**config.mk**
```make
export PLATFORM = sky130hd
export DESIGN_NAME = uart_rx_poll_flat
export DESIGN_NICKNAME = d
export VERILOG_FILES = /design/src/rtl/uart_rx_poll_if.sv /design/src/rtl/uart_rx_poll.sv /design/src/flat_wrapper.sv
export SDC_FILE = /design/constraint.sdc
export NUM_CORES = 1
export LEC_CHECK = 0
export BUFFER_PORTS_ARGS = -buffer_cell sky130_fd_sc_hd__buf_2
export CORE_MARGIN = 4
export CORE_UTILIZATION = 36
export DETAILED_ROUTE_END_ITERATION = 16
export PLACE_DENSITY = 0.55
export REMOVE_ABC_BUFFERS = 1
export SLEW_MARGIN = 5
export SYNTH_ARGS = -nofsm -noshare
export SYNTH_HDL_FRONTEND = slang
export SYNTH_SLANG_ARGS = --single-unit
```
**constraint.sdc**
```tcl
create_clock -name CLK50MHz -period 4.84 [get_ports CLK50MHz]
set_input_delay 0.242 -clock CLK50MHz [delete_from_list [all_inputs] [get_ports CLK50MHz]]
set_output_delay 0.242 -clock CLK50MHz [all_outputs]
set_load 0.02 [all_outputs]
```
**src/rtl/uart_rx_poll_if.sv**
```systemverilog
// CPU-side I/O bus of the UART receiver: read strobes in, FIFO head/status/irq out.
interface uart_rx_poll_if;
    logic       clk0;
    logic       rd_data;
    logic       rd_stat;
    logic [7:0] rx_data;
    logic [7:0] rx_status;
    logic       rx_irq;

    modport master (
        output clk0, rd_data, rd_stat,
        input  rx_data, rx_status, rx_irq
    );

    modport slave (
        input  clk0, rd_data, rd_stat,
        output rx_data, rx_status, rx_irq
    );
endinterface

```
**src/rtl/uart_rx_poll.sv**
```systemverilog
// 8N1 UART receiver with a polled receive FIFO for the z80mini I/O read mux.
// Optional interrupt output: define UART_RX_IRQ_EN to make rx_irq follow READY.
module uart_rx_poll #(
    parameter int CLK_HZ     = 50000000,
    parameter int BAUD       = 115200,
    parameter int DEPTH_LOG2 = 3
) (
    input  logic          CLK50MHz,
    input  logic          nRESET,
    input  logic          rxd,
    uart_rx_poll_if.slave bus
);

    localparam int DIV   = (CLK_HZ + BAUD / 2) / BAUD;
    localparam int CW    = $clog2(DIV);
    localparam int DEPTH = 1 << DEPTH_LOG2;

    localparam logic [CW-1:0]         DIV_M1   = CW'(DIV - 1);
    localparam logic [CW-1:0]         HALF_M1  = CW'(DIV / 2 - 1);
    localparam logic [CW-1:0]         CNT_DEC  = CW'(1);
    localparam logic [DEPTH_LOG2-1:0] PTR_ONE  = DEPTH_LOG2'(1);
    localparam logic [DEPTH_LOG2:0]   CNT_ONE  = (DEPTH_LOG2 + 1)'(1);
    localparam logic [DEPTH_LOG2:0]   FULL_CNT = (DEPTH_LOG2 + 1)'(DEPTH);

    typedef enum logic [1:0] {S_IDLE, S_START, S_DATA, S_STOP} state_t;

    state_t                state_q, state_d;
    logic                  sync1_q, sync1_d;
    logic                  rxs_q, rxs_d;
    logic                  rxs_prev_q, rxs_prev_d;
    logic                  arm_q, arm_d;
    logic [CW-1:0]         cnt_q, cnt_d;
    logic [2:0]            idx_q, idx_d;
    logic [7:0]            shift_q, shift_d;
    logic                  rd_data_s_q, rd_data_s_d;
    logic                  rd_stat_s_q, rd_stat_s_d;
    logic                  pop_q, pop_d;
    logic                  clr_q, clr_d;
    logic [DEPTH_LOG2-1:0] wr_ptr_q, wr_ptr_d;
    logic [DEPTH_LOG2-1:0] rd_ptr_q, rd_ptr_d;
    logic [DEPTH_LOG2:0]   count_q, count_d;
    logic                  overrun_q, overrun_d;
    logic                  framing_q, framing_d;
    logic [7:0]            mem_q [DEPTH];

    logic push, frame_err, push_ok, pop_ok, full;

    always_comb begin
        sync1_d    = rxd;
        rxs_d      = sync1_q;
        rxs_prev_d = rxs_q;
        arm_d      = arm_q | rxs_q;
        state_d    = state_q;
        cnt_d      = cnt_q;
        idx_d      = idx_q;
        shift_d    = shift_q;
        push       = 1'b0;
        frame_err  = 1'b0;

        case (state_q)
            S_IDLE: begin
                if (arm_q && rxs_prev_q && !rxs_q) begin
                    state_d = S_START;
                    cnt_d   = HALF_M1;
                end
            end
            S_START: begin
                if (cnt_q == '0) begin
                    // A start bit that has gone high again by its centre is a glitch.
                    if (!rxs_q) begin
                        state_d = S_DATA;
                        cnt_d   = DIV_M1;
                        idx_d   = 3'd0;
                    end else begin
                        state_d = S_IDLE;
                    end
                end else begin
                    cnt_d = cnt_q - CNT_DEC;
                end
            end
            S_DATA: begin
                if (cnt_q == '0) begin
                    shift_d[idx_q] = rxs_q;
                    cnt_d          = DIV_M1;
                    if (idx_q == 3'd7) state_d = S_STOP;
                    else               idx_d   = idx_q + 3'd1;
                end else begin
                    cnt_d = cnt_q - CNT_DEC;
                end
            end
            S_STOP: begin
                if (cnt_q == '0) begin
                    state_d   = S_IDLE;
                    push      = rxs_q;
                    frame_err = !rxs_q;
                end else begin
                    cnt_d = cnt_q - CNT_DEC;
                end
            end
        endcase

        // Read strobes are only looked at on CPU clock-phase cycles; act on the end of a read.
        rd_data_s_d = bus.clk0 ? bus.rd_data : rd_data_s_q;
        rd_stat_s_d = bus.clk0 ? bus.rd_stat : rd_stat_s_q;
        pop_d       = bus.clk0 & rd_data_s_q & ~bus.rd_data;
        clr_d       = bus.clk0 & rd_stat_s_q & ~bus.rd_stat;

        full    = (count_q == FULL_CNT);
        pop_ok  = pop_q & (count_q != '0);
        push_ok = push & (~full | pop_ok);

        wr_ptr_d = push_ok ? wr_ptr_q + PTR_ONE : wr_ptr_q;
        rd_ptr_d = pop_ok  ? rd_ptr_q + PTR_ONE : rd_ptr_q;
        case ({push_ok, pop_ok})
            2'b10:   count_d = count_q + CNT_ONE;
            2'b01:   count_d = count_q - CNT_ONE;
            default: count_d = count_q;
        endcase

        overrun_d = (overrun_q & ~clr_q) | (push & ~push_ok);
        framing_d = (framing_q & ~clr_q) | frame_err;
    end

    always_ff @(posedge CLK50MHz) begin
        if (!nRESET) begin
            state_q     <= S_IDLE;
            sync1_q     <= 1'b0;
            rxs_q       <= 1'b0;
            rxs_prev_q  <= 1'b0;
            arm_q       <= 1'b0;
            cnt_q       <= '0;
            idx_q       <= 3'd0;
            shift_q     <= 8'h00;
            rd_data_s_q <= 1'b0;
            rd_stat_s_q <= 1'b0;
            pop_q       <= 1'b0;
            clr_q       <= 1'b0;
            wr_ptr_q    <= '0;
            rd_ptr_q    <= '0;
            count_q     <= '0;
            overrun_q   <= 1'b0;
            framing_q   <= 1'b0;
        end else begin
            state_q     <= state_d;
            sync1_q     <= sync1_d;
            rxs_q       <= rxs_d;
            rxs_prev_q  <= rxs_prev_d;
            arm_q       <= arm_d;
            cnt_q       <= cnt_d;
            idx_q       <= idx_d;
            shift_q     <= shift_d;
            rd_data_s_q <= rd_data_s_d;
            rd_stat_s_q <= rd_stat_s_d;
            pop_q       <= pop_d;
            clr_q       <= clr_d;
            wr_ptr_q    <= wr_ptr_d;
            rd_ptr_q    <= rd_ptr_d;
            count_q     <= count_d;
            overrun_q   <= overrun_d;
            framing_q   <= framing_d;
        end
    end

    always_ff @(posedge CLK50MHz) begin
        if (nRESET && push_ok) mem_q[wr_ptr_q] <= shift_q;
    end

    assign bus.rx_data   = (count_q == '0) ? 8'hFF : mem_q[rd_ptr_q];
    assign bus.rx_status = {4'(count_q), full, framing_q, overrun_q, (count_q != '0)};

`ifdef UART_RX_IRQ_EN
    logic irq_q, irq_d;

    always_comb begin
        irq_d = (count_q != '0);
    end

    always_ff @(posedge CLK50MHz) begin
        if (!nRESET) irq_q <= 1'b0;
        else         irq_q <= irq_d;
    end

    assign bus.rx_irq = irq_q;
`else
    assign bus.rx_irq = 1'b0;
`endif

endmodule

```
**src/flat_wrapper.sv**
```systemverilog
// flat-port wrapper written by rule: the top's interface ports become plain ports
module uart_rx_poll_flat 
#(
    parameter int CLK_HZ     = 50000000,
    parameter int BAUD       = 115200,
    parameter int DEPTH_LOG2 = 3
)
  (CLK50MHz, nRESET, rxd, bus_clk0, bus_rd_data, bus_rd_stat, bus_rx_data, bus_rx_status, bus_rx_irq);
  uart_rx_poll_if bus_i ();
  input  logic CLK50MHz;
  input  logic nRESET;
  input  logic rxd;
  input wire logic [$bits(bus_i.clk0)-1:0] bus_clk0;
  input wire logic [$bits(bus_i.rd_data)-1:0] bus_rd_data;
  input wire logic [$bits(bus_i.rd_stat)-1:0] bus_rd_stat;
  output wire logic [$bits(bus_i.rx_data)-1:0] bus_rx_data;
  output wire logic [$bits(bus_i.rx_status)-1:0] bus_rx_status;
  output wire logic [$bits(bus_i.rx_irq)-1:0] bus_rx_irq;
  assign bus_i.clk0 = bus_clk0;
  assign bus_i.rd_data = bus_rd_data;
  assign bus_i.rd_stat = bus_rd_stat;
  assign bus_rx_data = bus_i.rx_data;
  assign bus_rx_status = bus_i.rx_status;
  assign bus_rx_irq = bus_i.rx_irq;
  uart_rx_poll #(.CLK_HZ(CLK_HZ), .BAUD(BAUD), .DEPTH_LOG2(DEPTH_LOG2)) u_core (.CLK50MHz(CLK50MHz), .nRESET(nRESET), .rxd(rxd), .bus(bus_i));
endmodule
```
### Word-level counts from Yosys, hierarchy flattened

Memories as Yosys holds them, arrays and structs flattened. A register that Yosys moved wholly into a read port is not among the register bits.
Index checks and enable logic that the tools add are counted.

| word-level totals | value |
|---|---|
| memories kept | 1 |
| flip-flop bits (word level) | 42 |
| output and inout port bits | 17 |
| word-level logic and storage cells | 106 |
| bits in writable memories | 64 |
| input bits | 6 |

| cells by class | value |
|---|---|
| bitwise logic cells | 18 |
| multiplexer cells | 31 |
| add/sub/neg operators | 6 |
| $lt $le $gt $ge | 2 |
| reductions and logical operators | 15 |
| equality and inequality tests | 16 |

Memory list:

| name | depth | width | rd ports | clocked after memory_dff | write ports | line | RTL |
|---|---|---|---|---|---|---|---|
| u_core.mem_q | 8 | 8 | 1 | 1 | 1 | uart_rx_poll.sv:44 | `logic [7:0] mem_q [DEPTH];` |

Operators by type and width:

| operator | count |
|---|---|
| $mux 9 | 5 |
| $pmux 9 s4 | 1 |
| $mux 3 | 6 |
| $mux 2 | 6 |
| $ne 2x1->1 const B | 5 |
| $reduce_and 5->1 | 2 |
| $add 3x1->3 const B | 3 |
| $and 1x1->1 | 9 |
| $logic_not 9->1 | 1 |
| $sub 9x1->9 const B | 1 |
| $bwmux 8 | 1 |
| $mux 8 | 1 |
| $pmux 2 s4 | 1 |
| $pmux 4 s2 | 1 |
| $mux 1 | 7 |
| $eq 2x2->1 const B | 3 |
| $ne 2x2->1 const B | 3 |
| $pmux 3 s2 | 1 |
| $not 1->1 | 5 |
| $add 4x1->4 const B | 1 |
| $eq 2x1->1 const B | 2 |
| $eq 4x4->1 const B | 1 |
| $logic_and 1x1->1 | 4 |
| $logic_not 4->1 | 1 |
| 13 further kinds | 17 |

### Depth between registers and ports, before layout

| depth | value |
|---|---|
| depth in word-level cells | 7 |
| gate-level depth with buffers | 11 |
| mapped depth without buffers | 11 |

### Worst setup path before layout

OpenSTA, ideal clock, no wires.

| path | value |
|---|---|
| path kind | reg2reg |
| from | register u_core.count_q[1] |
| to | register u_core.count_q[2] |
| slack | 2.148 ns |
| arrival time | 2.621 ns |
| buffers on the path | 1 |
| library setup time | 0.071 ns |
| required time | 4.769 ns |
| period minus slack after synthesis | 2.692 ns |
| stages on the path, launching flop included | 11 |
| path through | dfxtp_1 -> clkbuf_1 -> or4b_1 -> o2111ai_2 -> ha_1 -> xor2_1 -> ha_1 -> a21oi_1 -> xor2_1 -> or3_1 -> a21oi_1 |

| between the ends | value |
|---|---|
| word-level cells in the longest chain between the ends | 6 |
| elaborated cells on any way between the ends | 12 |
| classes of those cells | add/sub: 2; eq/ne: 3; mux: 1; bitwise: 4; reduce/logical: 2 |

Ends and longest elaborated chain:

| what | line | RTL |
|---|---|---|
| start, declared | uart_rx_poll.sv:41 | `logic [DEPTH_LOG2:0] count_q, count_d;` |
| start signal, assigned | uart_rx_poll.sv:158 | `count_q <= count_d;` |
| $reduce_bool 4->1 / $eq 4x4->1 (equally long branches) | uart_rx_poll.sv:109, uart_rx_poll.sv:108 |  |
| $and 1x1->1 / $not 1->1 (equally long branches) | uart_rx_poll.sv:109, uart_rx_poll.sv:110 |  |
| $or 1x1->1 | uart_rx_poll.sv:110 | `push_ok = push & (~full \| pop_ok);` |
| $and 1x1->1 | uart_rx_poll.sv:110 |  |
| $eq 2x1->1 / $eq 2x2->1 (equally long branches) | uart_rx_poll.sv:114 | `case ({push_ok, pop_ok})` |
| $pmux 4 s2 / $reduce_bool 2->1 (equally long branches) | -- |  |

Several ways; a longest one is shown, not always the timed one.
A chain may end at the register's enable or synchronous reset.

### Worst setup path after layout

| path | value |
|---|---|
| from | register u_core.cnt_q[0] |
| to | memory u_core.mem_q[3][7] (enable) |

| between the ends | value |
|---|---|
| word-level cells in the longest chain between the ends | 7 |

Ends and longest elaborated chain:

| what | line | RTL |
|---|---|---|
| start, declared | uart_rx_poll.sv:32 | `logic [CW-1:0] cnt_q, cnt_d;` |
| start signal, assigned | uart_rx_poll.sv:149 | `cnt_q <= cnt_d;` |
| $logic_not 9->1 | uart_rx_poll.sv:92 | `if (cnt_q == '0) begin` |
| $mux 1 | uart_rx_poll.sv:92 |  |
| $mux 1 | uart_rx_poll.sv:60 | `case (state_q)` |
| $and 1x1->1 | uart_rx_poll.sv:110 |  |
| $logic_and 1x1->1 | uart_rx_poll.sv:165 | `if (nRESET && push_ok) mem_q[wr_ptr_q] <= shift_q;` |
| $mux 1 | uart_rx_poll.sv:165 |  |
| $mux 1 (implied by the code) | uart_rx_poll.sv:165 |  |
| end, declared | uart_rx_poll.sv:44 |  |

No other way between the ends.

==> impl_metrics.ini <==
[final_layout]
drive_gt1_share_pct = 16.4
insertedDiodeCount = 0
syn2layout_area_growth_pct = 10.7
multi_input_area_mm2 = 0.00181
register_area_mm2 = 0.00282
final_core_util_pct = 41.4
n_fill_cell = 1219
nets = 403

[sta]
fin_crit_sh_pct = 70.3
tightest_slew_ns = 1.16
setup-tns-final_ns = 0
setup_slack_ns = 1.44
skew_ns = 0.00686
finalHoldViolations = 0
rsz0062_at_grt = false
period_needed_ns = 3.40
drv_slew = 0
fmax_mhz = 294
setup_viol = 0
slew_headroom_pct = 22.1

[setup_path]
path_cells = inv_1 > ha_1 > nor4b_2 > o2111ai_2 > or2_1 > nor3_1
path_delay_family = simple AND/OR/NAND/NOR gates
timing.rr.start = u_core.cnt_q[0]$_SDFFE_PN0P_
critPathBufInv = 1
worstReg2RegEnd = u_core.mem_q[3][7]$_DFFE_PP_
r2r_cells = 6
cp_data_arrival_time_ns = 3.36
critPathRequiredTime_ns = 4.80
critPathLaunchType = flip-flop
cp-end-kind = flip-flop
rrSetupSlack_ns = 1.44
cp_slowest_cell = nor3_1
criticalPathCategory = reg2reg
critical_path_peak_fanout = 11
startpoint = u_core.cnt_q[0]$_SDFFE_PN0P_
critical-path-max-stage-delay_ns = 0.94

[clock_network]
numCtsBuffers = 9
cts_setup_buffers = 0
clk-insertion-delay-late_ns = 0.34
root_buffer = clkbuf_16
htree_num_levels = 3
clkTransAtPathRegs_ns = 0.07
hold_buffers = 0
clockBufferDepth = 2
cts_tree = yes
clock_sinks = 109
cts-resized-gates = 0

[global_routing]
grt_max_degree = 26
first_global_vias = 2876
grt_pass1_wl_um = 15600
grt.overflow.total = 0
antenna_found_initial = 0
grt.total_usage_pct = 13.5

[routing]
drt-pass1-iter-count = 4
dr.first_iter.drc_count = 133
routedWlPerCell_um = 16.5
detail-route-antenna-nets = 0
num_vias = 2886
route.detailed.drc = 0
viasPerCell = 5.14
wl_um = 9280

[worst_hold_path]
min_path_type = in2reg
hold_depth = 2
whs_endpoint = u_core.clr_q$_SDFF_PN0_
hp-start = bus_rd_stat

[logic_synthesis]
synth_warnings = 0
synth_cells = 375
synthFlopType = edfxtp_1
async_flop_share_pct = 0
post-synth-top-count-cell = edfxtp_1
synthTopCellsByCount = edfxtp_1, dfxtp_1, nor2_1
synth_cell_types = 57
ys_ff_latch = 109
netlist_area_mm2 = 0.00481
synth_area_leaders = edfxtp_1, dfxtp_1, mux4_2
synth_edf_count = 64
syn_avg_cell_area_um2 = 12.8
synth_top_area_cell = edfxtp_1
synth_seq_area_share_pct = 58.6
synth_top_cell_area_share_pct = 39.9

[pwr]
peakVddDrop_uv = 171
power_leakage_nw = 1.88
power_density_mw_per_mm2 = 346

[placement]
io_buffers = 21
dp_hpwl_um = 6560
preCtsSetupSlack_ns = 1.39
gp_congestion = 0.780

[die]
ioPinCount = 23
die_w_um = 124
placementRows = 41
die-height_um = 124
dieArea_mm2 = 0.0153
core_mm2 = 0.0129
start_util_pct = 37.4

[job]
cap_viol_max_count = 0

[status]
outcome = complete, no violations
-- flip-flops by register name, summed over array words and instances (netlist names), 3 cells and up, named ones only --
| register | cells |
|---|---|
| u_core.cnt_q | 9 |
| u_core.count_q | 4 |
| u_core.idx_q | 3 |
| u_core.mem_q | 64 |
| u_core.rd_ptr_q | 3 |
| u_core.shift_q | 8 |
| u_core.wr_ptr_q | 3 |
-- worst max path at each step --
| stage | slack, ns | end | cells past startpoint |
|---|---|---|---|
| 6_report | 1.44 | u_core.mem_q[3][7]$_DFFE_PP_ | 6 |
| 5_1_grt | 1.11 | u_core.mem_q[3][1]$_DFFE_PP_ | 6 |
| 4_1_cts | 1.39 | u_core.mem_q[3][7]$_DFFE_PP_ | 6 |
| 3_5_place_dp | 1.39 | u_core.mem_q[3][6]$_DFFE_PP_ | 6 |
| 3_3_place_gp | 1.49 | u_core.mem_q[3][6]$_DFFE_PP_ | 6 |
| 2_1_floorplan | 1.53 | u_core.count_q[2]$_SDFFE_PN0P_ | 11 |
-- kinds of logic after synthesis --
kind of cell / after synthesis / share of synthesized area (%)
xor gates and xnor gates: 6 / 1.09
AOI/OAI and AO/OA: 48 / 7.25
muxes: 42 / 12.9
other: 1 / 0.0779
and+or+nand+nor: 118 / 13.1
adders and majority gates: 12 / 3.12
buffers and inverters: 39 / 3.80
DFF: 109 / 58.6
-- cell usage in the layout, fill, tap and decap left out, types with 3 or more instances in the layout --
cell type / instances
edfxtp_1: 64
dfxtp_1: 45
nor2_1: 28
mux2i_1: 26
nand2_1: 23
buf_2: 21
mux4_2: 16
inv_1: 13
a21oi_1: 13
ha_1: 12
nand3_1: 11
o21ai_0: 10
clkbuf_16: 9
nor3_1: 8
nand2b_1: 7
xor2_1: 6
nand4_1: 6
and2_1: 4
and3b_1: 4
nor3b_1: 4
nand4b_1: 4
buf_4: 4
nor4_1: 3
or3_1: 3
nand3b_1: 3
inv_6: 3
-- area by class of cell --
| class | instances | share of cell area, % |
|---|---|---|
| sequential | 109 | 53.0 |
| clock inverter | 6 | 0.963 |
| tap | 172 | 4.04 |
| timing repair buffer | 25 | 2.54 |
| clock buffer | 10 | 4.49 |
| inverter | 13 | 0.916 |
| multi-input combinational | 227 | 34.1 |
-- routing by layer --
layer	up-vias	GRT usage, %	wire length (um)
li1	1416	-	-
met1	1423	18.0	4330
met2	36	22.2	4550
met3	11	3.41	299
met4	0	3.53	104
met5	-	0	0
-- per-stage QoR --
stage / power [mW] / cell area [um2] / hold WS (ns) / instances
after floorplan: 1.11 / 4680 / 0.318 / 349
after global placement: 1.16 / 5040 / 0.418 / 546
after detailed placement: 1.16 / 5040 / 0.423 / 546
after CTS: 1.87 / 5330 / 0.0514 / 562
after global routing: 1.93 / 5330 / 0.0638 / 562
final: 1.84 / 5330 / 0.0714 / 562
-- worst reg2reg max path, cell delays in order, from the launching register on --
cell and delay (ns):
dfxtp_1 0.34, inv_1 0.06, ha_1 0.20, nor4b_2 0.73, o2111ai_2 0.39, or2_1 0.37, nor3_1 0.94
-- power by group --
| group | internal, mW | leakage (nW) | switching, mW |
|---|---|---|---|
| combinational | 0.0496 | 0.779 | 0.0970 |
| sequential | 0.980 | 0.957 | 0.0138 |
| clock | 0.372 | 0.146 | 0.331 |
| total | 1.40 | 1.88 | 0.442 |
(Power assumes the default switching activity.)
